**src/rtl/alu_serial_sequencer_if.sv**
```systemverilog
// Handshake and operand/result bundle for the bit-serial ALU sequencer.
interface alu_serial_sequencer_if #(
  parameter int unsigned WIDTH = 32
);
  logic             in_valid;
  logic             in_ready;
  logic [2:0]       op;
  logic [WIDTH-1:0] a;
  logic [WIDTH-1:0] b;
  logic             out_valid;
  logic             out_ready;
  logic [WIDTH-1:0] result;
  logic             carryout;
  logic             overflow;
  logic             zero;

  modport master (
    output in_valid, op, a, b, out_ready,
    input  in_ready, out_valid, result, carryout, overflow, zero
  );

  modport slave (
    input  in_valid, op, a, b, out_ready,
    output in_ready, out_valid, result, carryout, overflow, zero
  );
endinterface

```
**src/rtl/alu_serial_sequencer.sv**
```systemverilog
// Bit-serial ALU: one slice stepped LSB-first, one bit per clock, result behind valid/ready.
// Optional macro ALU_SEQ_ABORT_EN adds an abort input that cancels RUN/FIX.
module alu_serial_sequencer #(
  parameter int unsigned WIDTH = 32
) (
  input  logic clk,
  input  logic reset,
`ifdef ALU_SEQ_ABORT_EN
  input  logic abort,
`endif
  alu_serial_sequencer_if.slave bus
);

  localparam int unsigned CNT_W = (WIDTH > 2) ? $clog2(WIDTH) : 1;

  localparam logic [2:0] OP_ADD = 3'd0;
  localparam logic [2:0] OP_SUB = 3'd1;
  localparam logic [2:0] OP_XOR = 3'd2;
  localparam logic [2:0] OP_SLT = 3'd3;
  localparam logic [2:0] OP_AND = 3'd4;
  localparam logic [2:0] OP_NAND = 3'd5;
  localparam logic [2:0] OP_NOR = 3'd6;

  typedef enum logic [1:0] {IDLE, RUN, FIX, DONE} state_e;

  typedef struct packed {
    logic [2:0] sel;
    logic       invta;
    logic       invtb;
    logic       cin;
  } slice_ctrl_t;

  state_e           state_q;
  logic [2:0]       sel_q;
  logic             invta_q;
  logic             invtb_q;
  logic             is_slt_q;
  logic             is_arith_q;
  logic [WIDTH-1:0] a_sh_q;
  logic [WIDTH-1:0] b_sh_q;
  logic [WIDTH-2:0] res_sh_q;
  logic             carry_q;
  logic             cin_msb_q;
  logic             sign_q;
  logic [CNT_W-1:0] cnt_q;
  logic             in_ready_q;
  logic             out_valid_q;
  logic [WIDTH-1:0] result_q;
  logic             carryout_q;
  logic             overflow_q;
  logic             zero_q;

  slice_ctrl_t      ctrl_dec;
  logic             sa;
  logic             sb;
  logic             slice_res;
  logic             slice_cout;
  logic [WIDTH-2:0] res_sh_d;
  logic [WIDTH-1:0] final_res;
  logic             last_bit;
  logic             slt_bit;

  // Opcode to slice control decode (AND/OR realised as NOR/NAND of inverted inputs).
  always_comb begin
    ctrl_dec = '0;
    case (bus.op)
      OP_ADD:  ctrl_dec = '{sel: 3'd0, invta: 1'b0, invtb: 1'b0, cin: 1'b0};
      OP_SUB:  ctrl_dec = '{sel: 3'd0, invta: 1'b0, invtb: 1'b1, cin: 1'b1};
      OP_XOR:  ctrl_dec = '{sel: 3'd2, invta: 1'b0, invtb: 1'b0, cin: 1'b0};
      OP_SLT:  ctrl_dec = '{sel: 3'd0, invta: 1'b0, invtb: 1'b1, cin: 1'b1};
      OP_AND:  ctrl_dec = '{sel: 3'd6, invta: 1'b1, invtb: 1'b1, cin: 1'b0};
      OP_NAND: ctrl_dec = '{sel: 3'd5, invta: 1'b0, invtb: 1'b0, cin: 1'b0};
      OP_NOR:  ctrl_dec = '{sel: 3'd6, invta: 1'b0, invtb: 1'b0, cin: 1'b0};
      default: ctrl_dec = '{sel: 3'd5, invta: 1'b1, invtb: 1'b1, cin: 1'b0};
    endcase
  end

  // The single ALU slice.
  always_comb begin
    sa         = a_sh_q[0] ^ invta_q;
    sb         = b_sh_q[0] ^ invtb_q;
    slice_cout = (sa & sb) | (carry_q & (sa ^ sb));
    case (sel_q)
      3'd0:    slice_res = sa ^ sb ^ carry_q;
      3'd2:    slice_res = a_sh_q[0] ^ b_sh_q[0];
      3'd5:    slice_res = ~(sa & sb);
      3'd6:    slice_res = ~(sa | sb);
      default: slice_res = 1'b0;
    endcase
  end

  assign res_sh_d  = (WIDTH-1)'({slice_res, res_sh_q} >> 1);
  assign final_res = {slice_res, res_sh_q};
  assign last_bit  = (cnt_q == CNT_W'(WIDTH - 1));
  assign slt_bit   = sign_q ^ cin_msb_q ^ carry_q;

  always_ff @(posedge clk) begin
    if (reset) begin
      state_q     <= IDLE;
      sel_q       <= '0;
      invta_q     <= 1'b0;
      invtb_q     <= 1'b0;
      is_slt_q    <= 1'b0;
      is_arith_q  <= 1'b0;
      a_sh_q      <= '0;
      b_sh_q      <= '0;
      res_sh_q    <= '0;
      carry_q     <= 1'b0;
      cin_msb_q   <= 1'b0;
      sign_q      <= 1'b0;
      cnt_q       <= '0;
      in_ready_q  <= 1'b1;
      out_valid_q <= 1'b0;
      result_q    <= '0;
      carryout_q  <= 1'b0;
      overflow_q  <= 1'b0;
      zero_q      <= 1'b0;
    end else begin
      case (state_q)
        IDLE: begin
          if (bus.in_valid) begin
            sel_q      <= ctrl_dec.sel;
            invta_q    <= ctrl_dec.invta;
            invtb_q    <= ctrl_dec.invtb;
            carry_q    <= ctrl_dec.cin;
            is_slt_q   <= (bus.op == OP_SLT);
            is_arith_q <= (bus.op == OP_ADD) || (bus.op == OP_SUB);
            a_sh_q     <= bus.a;
            b_sh_q     <= bus.b;
            cnt_q      <= '0;
            in_ready_q <= 1'b0;
            state_q    <= RUN;
          end
        end
        RUN: begin
`ifdef ALU_SEQ_ABORT_EN
          if (abort) begin
            in_ready_q <= 1'b1;
            state_q    <= IDLE;
          end else
`endif
          begin
            a_sh_q   <= a_sh_q >> 1;
            b_sh_q   <= b_sh_q >> 1;
            res_sh_q <= res_sh_d;
            carry_q  <= slice_cout;
            cnt_q    <= cnt_q + CNT_W'(1);
            if (last_bit) begin
              cin_msb_q <= carry_q;
              sign_q    <= slice_res;
              if (is_slt_q) begin
                state_q <= FIX;
              end else begin
                result_q    <= final_res;
                zero_q      <= (final_res == '0);
                carryout_q  <= is_arith_q & slice_cout;
                overflow_q  <= is_arith_q & (carry_q ^ slice_cout);
                out_valid_q <= 1'b1;
                state_q     <= DONE;
              end
            end
          end
        end
        FIX: begin
`ifdef ALU_SEQ_ABORT_EN
          if (abort) begin
            in_ready_q <= 1'b1;
            state_q    <= IDLE;
          end else
`endif
          begin
            result_q    <= {{(WIDTH-1){1'b0}}, slt_bit};
            zero_q      <= ~slt_bit;
            carryout_q  <= 1'b0;
            overflow_q  <= 1'b0;
            out_valid_q <= 1'b1;
            state_q     <= DONE;
          end
        end
        DONE: begin
          if (bus.out_ready) begin
            out_valid_q <= 1'b0;
            in_ready_q  <= 1'b1;
            state_q     <= IDLE;
          end
        end
        default: state_q <= IDLE;
      endcase
    end
  end

  assign bus.in_ready  = in_ready_q;
  assign bus.out_valid = out_valid_q;
  assign bus.result    = result_q;
  assign bus.carryout  = carryout_q;
  assign bus.overflow  = overflow_q;
  assign bus.zero      = zero_q;

endmodule
```
**src/flat_wrapper.sv**
```systemverilog
// flat-port wrapper written by rule: the top's interface ports become plain ports
module alu_serial_sequencer_flat 
#(
  parameter int unsigned WIDTH = 32
)
  (clk, reset, bus_in_valid, bus_op, bus_a, bus_b, bus_out_ready, bus_in_ready, bus_out_valid, bus_result, bus_carryout, bus_overflow, bus_zero);
  alu_serial_sequencer_if #(.WIDTH(WIDTH)) bus_i ();
  input  logic clk;
  input  logic reset;
  input wire logic [$bits(bus_i.in_valid)-1:0] bus_in_valid;
  input wire logic [$bits(bus_i.op)-1:0] bus_op;
  input wire logic [$bits(bus_i.a)-1:0] bus_a;
  input wire logic [$bits(bus_i.b)-1:0] bus_b;
  input wire logic [$bits(bus_i.out_ready)-1:0] bus_out_ready;
  output wire logic [$bits(bus_i.in_ready)-1:0] bus_in_ready;
  output wire logic [$bits(bus_i.out_valid)-1:0] bus_out_valid;
  output wire logic [$bits(bus_i.result)-1:0] bus_result;
  output wire logic [$bits(bus_i.carryout)-1:0] bus_carryout;
  output wire logic [$bits(bus_i.overflow)-1:0] bus_overflow;
  output wire logic [$bits(bus_i.zero)-1:0] bus_zero;
  assign bus_i.in_valid = bus_in_valid;
  assign bus_i.op = bus_op;
  assign bus_i.a = bus_a;
  assign bus_i.b = bus_b;
  assign bus_i.out_ready = bus_out_ready;
  assign bus_in_ready = bus_i.in_ready;
  assign bus_out_valid = bus_i.out_valid;
  assign bus_result = bus_i.result;
  assign bus_carryout = bus_i.carryout;
  assign bus_overflow = bus_i.overflow;
  assign bus_zero = bus_i.zero;
  alu_serial_sequencer #(.WIDTH(WIDTH)) u_core (.clk(clk), .reset(reset), .bus(bus_i));
endmodule
```
**config.mk**
```make
export PLATFORM = sky130hd
export DESIGN_NAME = alu_serial_sequencer_flat
export DESIGN_NICKNAME = d
export VERILOG_FILES = /design/src/rtl/alu_serial_sequencer_if.sv /design/src/rtl/alu_serial_sequencer.sv /design/src/flat_wrapper.sv
export SDC_FILE = /design/constraint.sdc
export NUM_CORES = 1
export LEC_CHECK = 0
export CORE_MARGIN = 2
export CORE_UTILIZATION = 40
export CTS_BUF_LIST = sky130_fd_sc_hd__clkbuf_8
export CTS_CLUSTER_SIZE = 14
export DETAILED_ROUTE_END_ITERATION = 6
export GPL_TIMING_DRIVEN = 0
export PLACE_DENSITY = 0.73
export SLEW_MARGIN = 20
export SYNTH_ARGS = -nofsm -noshare
export SYNTH_HDL_FRONTEND = slang
export SYNTH_SLANG_ARGS = --single-unit
```
**constraint.sdc**
```tcl
create_clock -name clk -period 4.38 [get_ports clk]
set_input_delay 0.438 -clock clk [delete_from_list [all_inputs] [get_ports clk]]
set_output_delay 0.438 -clock clk [all_outputs]
set_load 0.05 [all_outputs]
```
Yosys cells after proc, flatten, opt, wreduce, memory -nomap -nowiden

Index checks and enable logic that the tools add are counted.

$add $sub $neg: 1
Equality and inequality tests: 17
Multiplexer cells: 34
Bitwise gates (word level): 17
Reductions and logical operators: 17

Operators by type and width:

| cell                                                 | number |
|---|---|
| one-hot mux 32 bit (2 select lines)                  | 3 |
| 2-to-1 mux 32 bit                                    | 4 |
| one-hot mux 6 bit (6 select lines)                   | 1 |
| zero test 32 bit                                     | 1 |
| equality test 3 bit (second input constant)          | 5 |
| 2-to-1 mux 1 bit                                     | 13 |
| one-hot mux 1 bit (2 select lines)                   | 5 |
| one-hot mux 5 bit (2 select lines)                   | 1 |
| equality test 3 x 2 -> 1 bit (second input constant) | 3 |
| AND reduction 3 bit                                  | 3 |
| one-hot mux 2 bit (4 select lines)                   | 1 |
| bitwise XOR 1 bit                                    | 8 |
| zero test 3 bit                                      | 2 |
| 2-to-1 mux 2 bit                                     | 3 |
| inequality test 2 bit (second input constant)        | 3 |
| AND reduction 2 bit                                  | 3 |
| nonzero test 2 bit                                   | 3 |
| adder 5 x 1 -> 5 bit (second input constant)         | 1 |
| equality test 5 bit (second input constant)          | 1 |
| 2-to-1 mux 5 bit                                     | 1 |
| bitwise AND 1 bit                                    | 4 |
| equality test 2 bit (second input constant)          | 2 |
| one-hot mux 1 bit (4 select lines)                   | 1 |
| AND reduction 4 bit                                  | 1 |
| other kinds (10)                                     | 13 |

Register bits: 149
Input port bits: 71
Output and inout bits: 37
Logic and storage cells: 105

Depth between registers and ports, before layout

Depth in word-level cells: 9
Mapped depth: 9
Gate-level depth less buffers: 8

Worst setup path before layout

OpenSTA, ideal clock, no wires.

Path kind: register to register
Start point: register u_core.b_sh_q[0]
End point: register u_core.zero_q (netlist: u_core.bus.zero)
Setup time: 0.078 ns
Arrival: 1.851 ns
Data required time: 4.302 ns
Slack: 2.451 ns
Stages on the path, launching flop included: 9
Buffers on the path: 0
Clock period less this slack: 1.929 ns
Path through: dfxtp_1 xor2_1 inv_1 fa_1 inv_1 o21ai_0 a31oi_1 o31a_1 nor3_1

Longest elaborated chain between the ends: 8
Elaborated cells on any way between the ends: 13
Classes of those cells: 4 x mux; 8 x bitwise; 1 x reduce/logical

Ends and longest elaborated chain:

| item                                                         | line                        | RTL |
|---|---|---|
| from (decl)                                                  | alu_serial_sequencer.sv:40  | `logic [WIDTH-1:0] b_sh_q;` |
| from (signal assigned)                                       | alu_serial_sequencer.sv:129 | `b_sh_q <= bus.b;` |
| from (signal assigned)                                       | alu_serial_sequencer.sv:144 | `b_sh_q <= b_sh_q >> 1;` |
| bitwise XOR 1 bit                                            | alu_serial_sequencer.sv:81  | `sb = b_sh_q[0] ^ invtb_q;` |
| bitwise XOR 1 bit, or another cell as far along (2 in a row) | alu_serial_sequencer.sv:84  | `3'd0: slice_res = sa ^ sb ^ carry_q;` |
| one-hot mux 1 bit (4 select lines) (*)                       | alu_serial_sequencer.sv:83  | `case (sel_q)` |
| zero test 32 bit (*)                                         | alu_serial_sequencer.sv:155 | `zero_q <= (final_res == '0);` |
| 2-to-1 mux 1 bit (*)                                         | alu_serial_sequencer.sv:151 | `if (is_slt_q) begin` |
| 2-to-1 mux 1 bit (*)                                         | alu_serial_sequencer.sv:148 | `if (last_bit) begin` |
| one-hot mux 1 bit (2 select lines) (*)                       | alu_serial_sequencer.sv:119 | `case (state_q)` |
| to (signal assigned)                                         | alu_serial_sequencer.sv:155 |  |
| to (signal assigned)                                         | alu_serial_sequencer.sv:173 | `zero_q <= ~slt_bit;` |
| to (decl)                                                    | alu_serial_sequencer.sv:51  | `logic zero_q;` |

Every way passes the cells marked *; elsewhere a longest branch is shown, timed or not. The select of a mux whose other input is x is not followed.
A chain may end at the register's enable or synchronous reset.

Worst setup path after layout

Ends and elaborated chain as after synthesis.

==> impl_metrics.ini <==
[sta]
hold_viol_final = 0
setup_ws_ns = 2.19
setup_viol = 0
report.final.slew_viol_count = 0
max_slew.worst_pin.slew_ns = 0.586
clock_skew_ns = 0.00924
rsz0062_at_grt = false
maxSlewHeadroom_pct = 60.7
finalSetupTns_ns = 0
fmax_mhz = 457
fin_crit_sh_pct = 49.9
fin_crit_ns = 2.19
hold_ws_ns = 0.465

[setup_path]
critPathLaunch = u_core.b_sh_q[0]$_SDFFE_PP0P_
timing.rr.start = u_core.b_sh_q[0]$_SDFFE_PP0P_
r2r-end = u_core.bus.zero$_SDFFE_PP0P_
r2r_setup_slack_ns = 2.19
worstSetupPathType = flip-flop to flip-flop
worstPathMaxFanout = 4
endpoint = u_core.bus.zero$_SDFFE_PP0P_
r2r_cells = 8
cp-end-kind = flip-flop
cp.required_ns = 4.76
arrival_ns = 2.56
start_kind = flip-flop

[logic_synthesis]
async_flop_share_pct = 0
synth_cells = 686
syn_area_sq_mm = 0.00635
synth-edff-count = 0
synth.distinct_cells = 40
ys_ff_latch = 149
seq_area_frac_synth_pct = 47.0
postSynthNetCount = 766
synth.avg_cell_area_sq_um = 9.26
yosys_warnings = 0
yosys_most_used_dff = dfxtp_1

[job]
drv_cap = 0

[place]
place.gp.congestion = 0.790
dpl-instance-area_sq_mm = 0.00768
pre_cts_slack_ns = 2.18
numPortBuffers = 106
place_hpwl_microns = 10400

[die]
ios = 108
die_w_microns = 130
fp.dieH_microns = 130
fp-row-count = 46
dieArea_sq_mm = 0.0169
initial_core_util_pct = 40.4
core_sq_mm = 0.0157

[power_and_ir_drop]
ir_drop_mv = 0.283
cellPowerDensity_mw_per_mm2 = 628
p_leak_nw = 3.00

[detailed_routing]
route.detailed.drc = 0
routedWlPerCell_microns = 14.2
finalWirelength_microns = 14800
vias = 5220
ant_nets = 0
first_iter_violations = 259
via_per_inst = 5.02
drt_pass1_iterations = 4

[finish]
n_antenna_cell = 0
drive_above_1_share_pct = 8.62
areaGrowthSynthToFinish_pct = 28.0
fin_util_pct = 51.7
design_area_sq_mm = 0.00813
nFillCells = 1473
num-nets-final = 891

[clock_tree]
post_cts_buffers = 0
cts_tree = done
hold_buffers = 0
clk_pin_slew_ns = 0.08
cts_buffers = 17
clk_latency_ns = 0.45
h-tree-depth = 4
ctsResizeCount = 0
cts_buffer_depth = 2
clock-sinks = 149
cts-root-buf = clkbuf_8

[grt]
antenna_found_initial = 0
grt_pass1_wl_microns = 24300
overflow = 0
grt_use_total_pct = 18.4
grt_start_max_net_pins = 17
grt_pass1_vias = 5000

[worst_hold_path]
hold_class = flip-flop to flip-flop
hold_path_depth = 2

[status]
outcome = finished, final reports clean
final cells by class:
class	instances	area, sq um	area share (%)
plain buffers	55	259	3.19
clock buffers	17	234	2.88
clock inverters	15	213	2.62
inverters	9	33.8	0.416
multi-input cells	473	3080	37.8
flip-flops and latches	149	2980	36.7
well taps	216	270	3.32
repair buffers	106	1060	13.1
sequential cells by signal, indices dropped and copies added, names as in the netlist, 2 cells and up:
register and count:
u_core.a_sh_q 32, u_core.b_sh_q 32, u_core.bus.result 32, u_core.cnt_q 5, u_core.res_sh_q 31, u_core.sel_q 3
u_core.state_q 2
synth_stat cells (2+ instances only):
cell      number  area [sq um]
a211oi_1      64           480
a21oi_1       50           250
a22oi_1        3          22.5
a32oi_1        2          17.5
and2_1         2          12.5
buf_2         30           150
buf_4          4          30.0
clkbuf_1      20          75.1
dfxtp_1      149          2980
ha_1           8           100
inv_1          8          30.0
mux2i_1       95           951
nand2_1       12          45.0
nand3_1        6          30.0
nand4_1        2          12.5
nor2_1       146           548
nor2b_1        5          31.3
nor3_1         7          35.0
nor3b_1       32           240
nor4_1         8          50.1
nor4b_1        2          17.5
o21ai_0        5          25.0
o21ai_1        2          10.0
o21ai_2        2          17.5
xnor2_1        5          43.8
xor2_1         3          26.3
worst min-delay path by stage:
stage,to,start,slack [ns]
6_report,u_core.invta_q$_SDFFE_PP0P_,u_core.invta_q$_SDFFE_PP0P_,0.47
5_1_grt,u_core.invta_q$_SDFFE_PP0P_,u_core.invta_q$_SDFFE_PP0P_,0.48
4_1_cts,u_core.invta_q$_SDFFE_PP0P_,u_core.invta_q$_SDFFE_PP0P_,0.47
3_5_place_dp,u_core.invta_q$_SDFFE_PP0P_,u_core.invta_q$_SDFFE_PP0P_,0.46
3_3_place_gp,u_core.invta_q$_SDFFE_PP0P_,u_core.invta_q$_SDFFE_PP0P_,0.45
2_1_floorplan,u_core.invta_q$_SDFFE_PP0P_,u_core.invta_q$_SDFFE_PP0P_,0.44
cell usage in the layout, fill, tap and decap left out, drive strengths merged, types with 2 or more instances in the layout:
| cell type | instances |
|---|---|
| dfxtp | 149 |
| nor2 | 146 |
| clkdlybuf4s50 | 106 |
| mux2i | 95 |
| a211oi | 64 |
| a21oi | 51 |
| clkbuf | 37 |
| buf | 35 |
| nor3b | 32 |
| nand2 | 13 |
| inv | 10 |
| o21ai | 9 |
| nor4 | 8 |
| ha | 8 |
| nor3 | 7 |
| nand3 | 6 |
| xnor2 | 5 |
| nor2b | 5 |
| bufinv | 5 |
| clkinv | 5 |
| clkinvlp | 4 |
| xor2 | 3 |
| a22oi | 3 |
| and2 | 2 |
| a32oi | 2 |
| nor4b | 2 |
| nand4 | 2 |
per-layer routing:
layer / vias up / part of all wire [%] / GRT usage, %
li1: 2658 / - / -
met1: 2440 / 48 / 24.5
met2: 104 / 45 / 28.2
met3: 18 / 4.8 / 5.29
met4: 0 / 1.5 / 6.89
met5: - / 0 / 0
cells by family after synthesis:
family,Yosys count,share of synthesized area (%)
AO/OA/AOI/OAI,134,13.7
adder cells (fa/ha/maj),9,1.89
AND/OR/NAND/NOR,227,16.8
buffers and inverters,64,4.61
XOR/XNOR,8,1.10
flip-flops,149,47.0
multiplexers,95,15.0
report_power, final:
part | leakage [nW] | switching, W | internal, W | total [W]
clock | 0.219 | 0.000518 | 0.000671 | 0.00119
sequential | 1.22 | 0.000189 | 0.00169 | 0.00188
combinational | 1.56 | 0.00123 | 0.000803 | 0.00204
total | 3.00 | 0.00194 | 0.00316 | 0.00510
worst max-delay path, stage by stage (launching register included):
cell and delay [ns]:
dfxtp_1 0.42, xor2_1 0.21, inv_1 0.10, fa_1 0.50
inv_1 0.03, o21ai_0 0.13, a31oi_1 0.21, o31a_1 0.35
nor3_1 0.15
per-stage QoR:
stage,total power (W),cells
finish,0.00510,1040
CTS,0.00513,1040
floorplan,0.00343,686
global route,0.00548,1040
detailed placement,0.00394,1008
global placement,0.00391,1008
(Power assumes the default switching activity.)
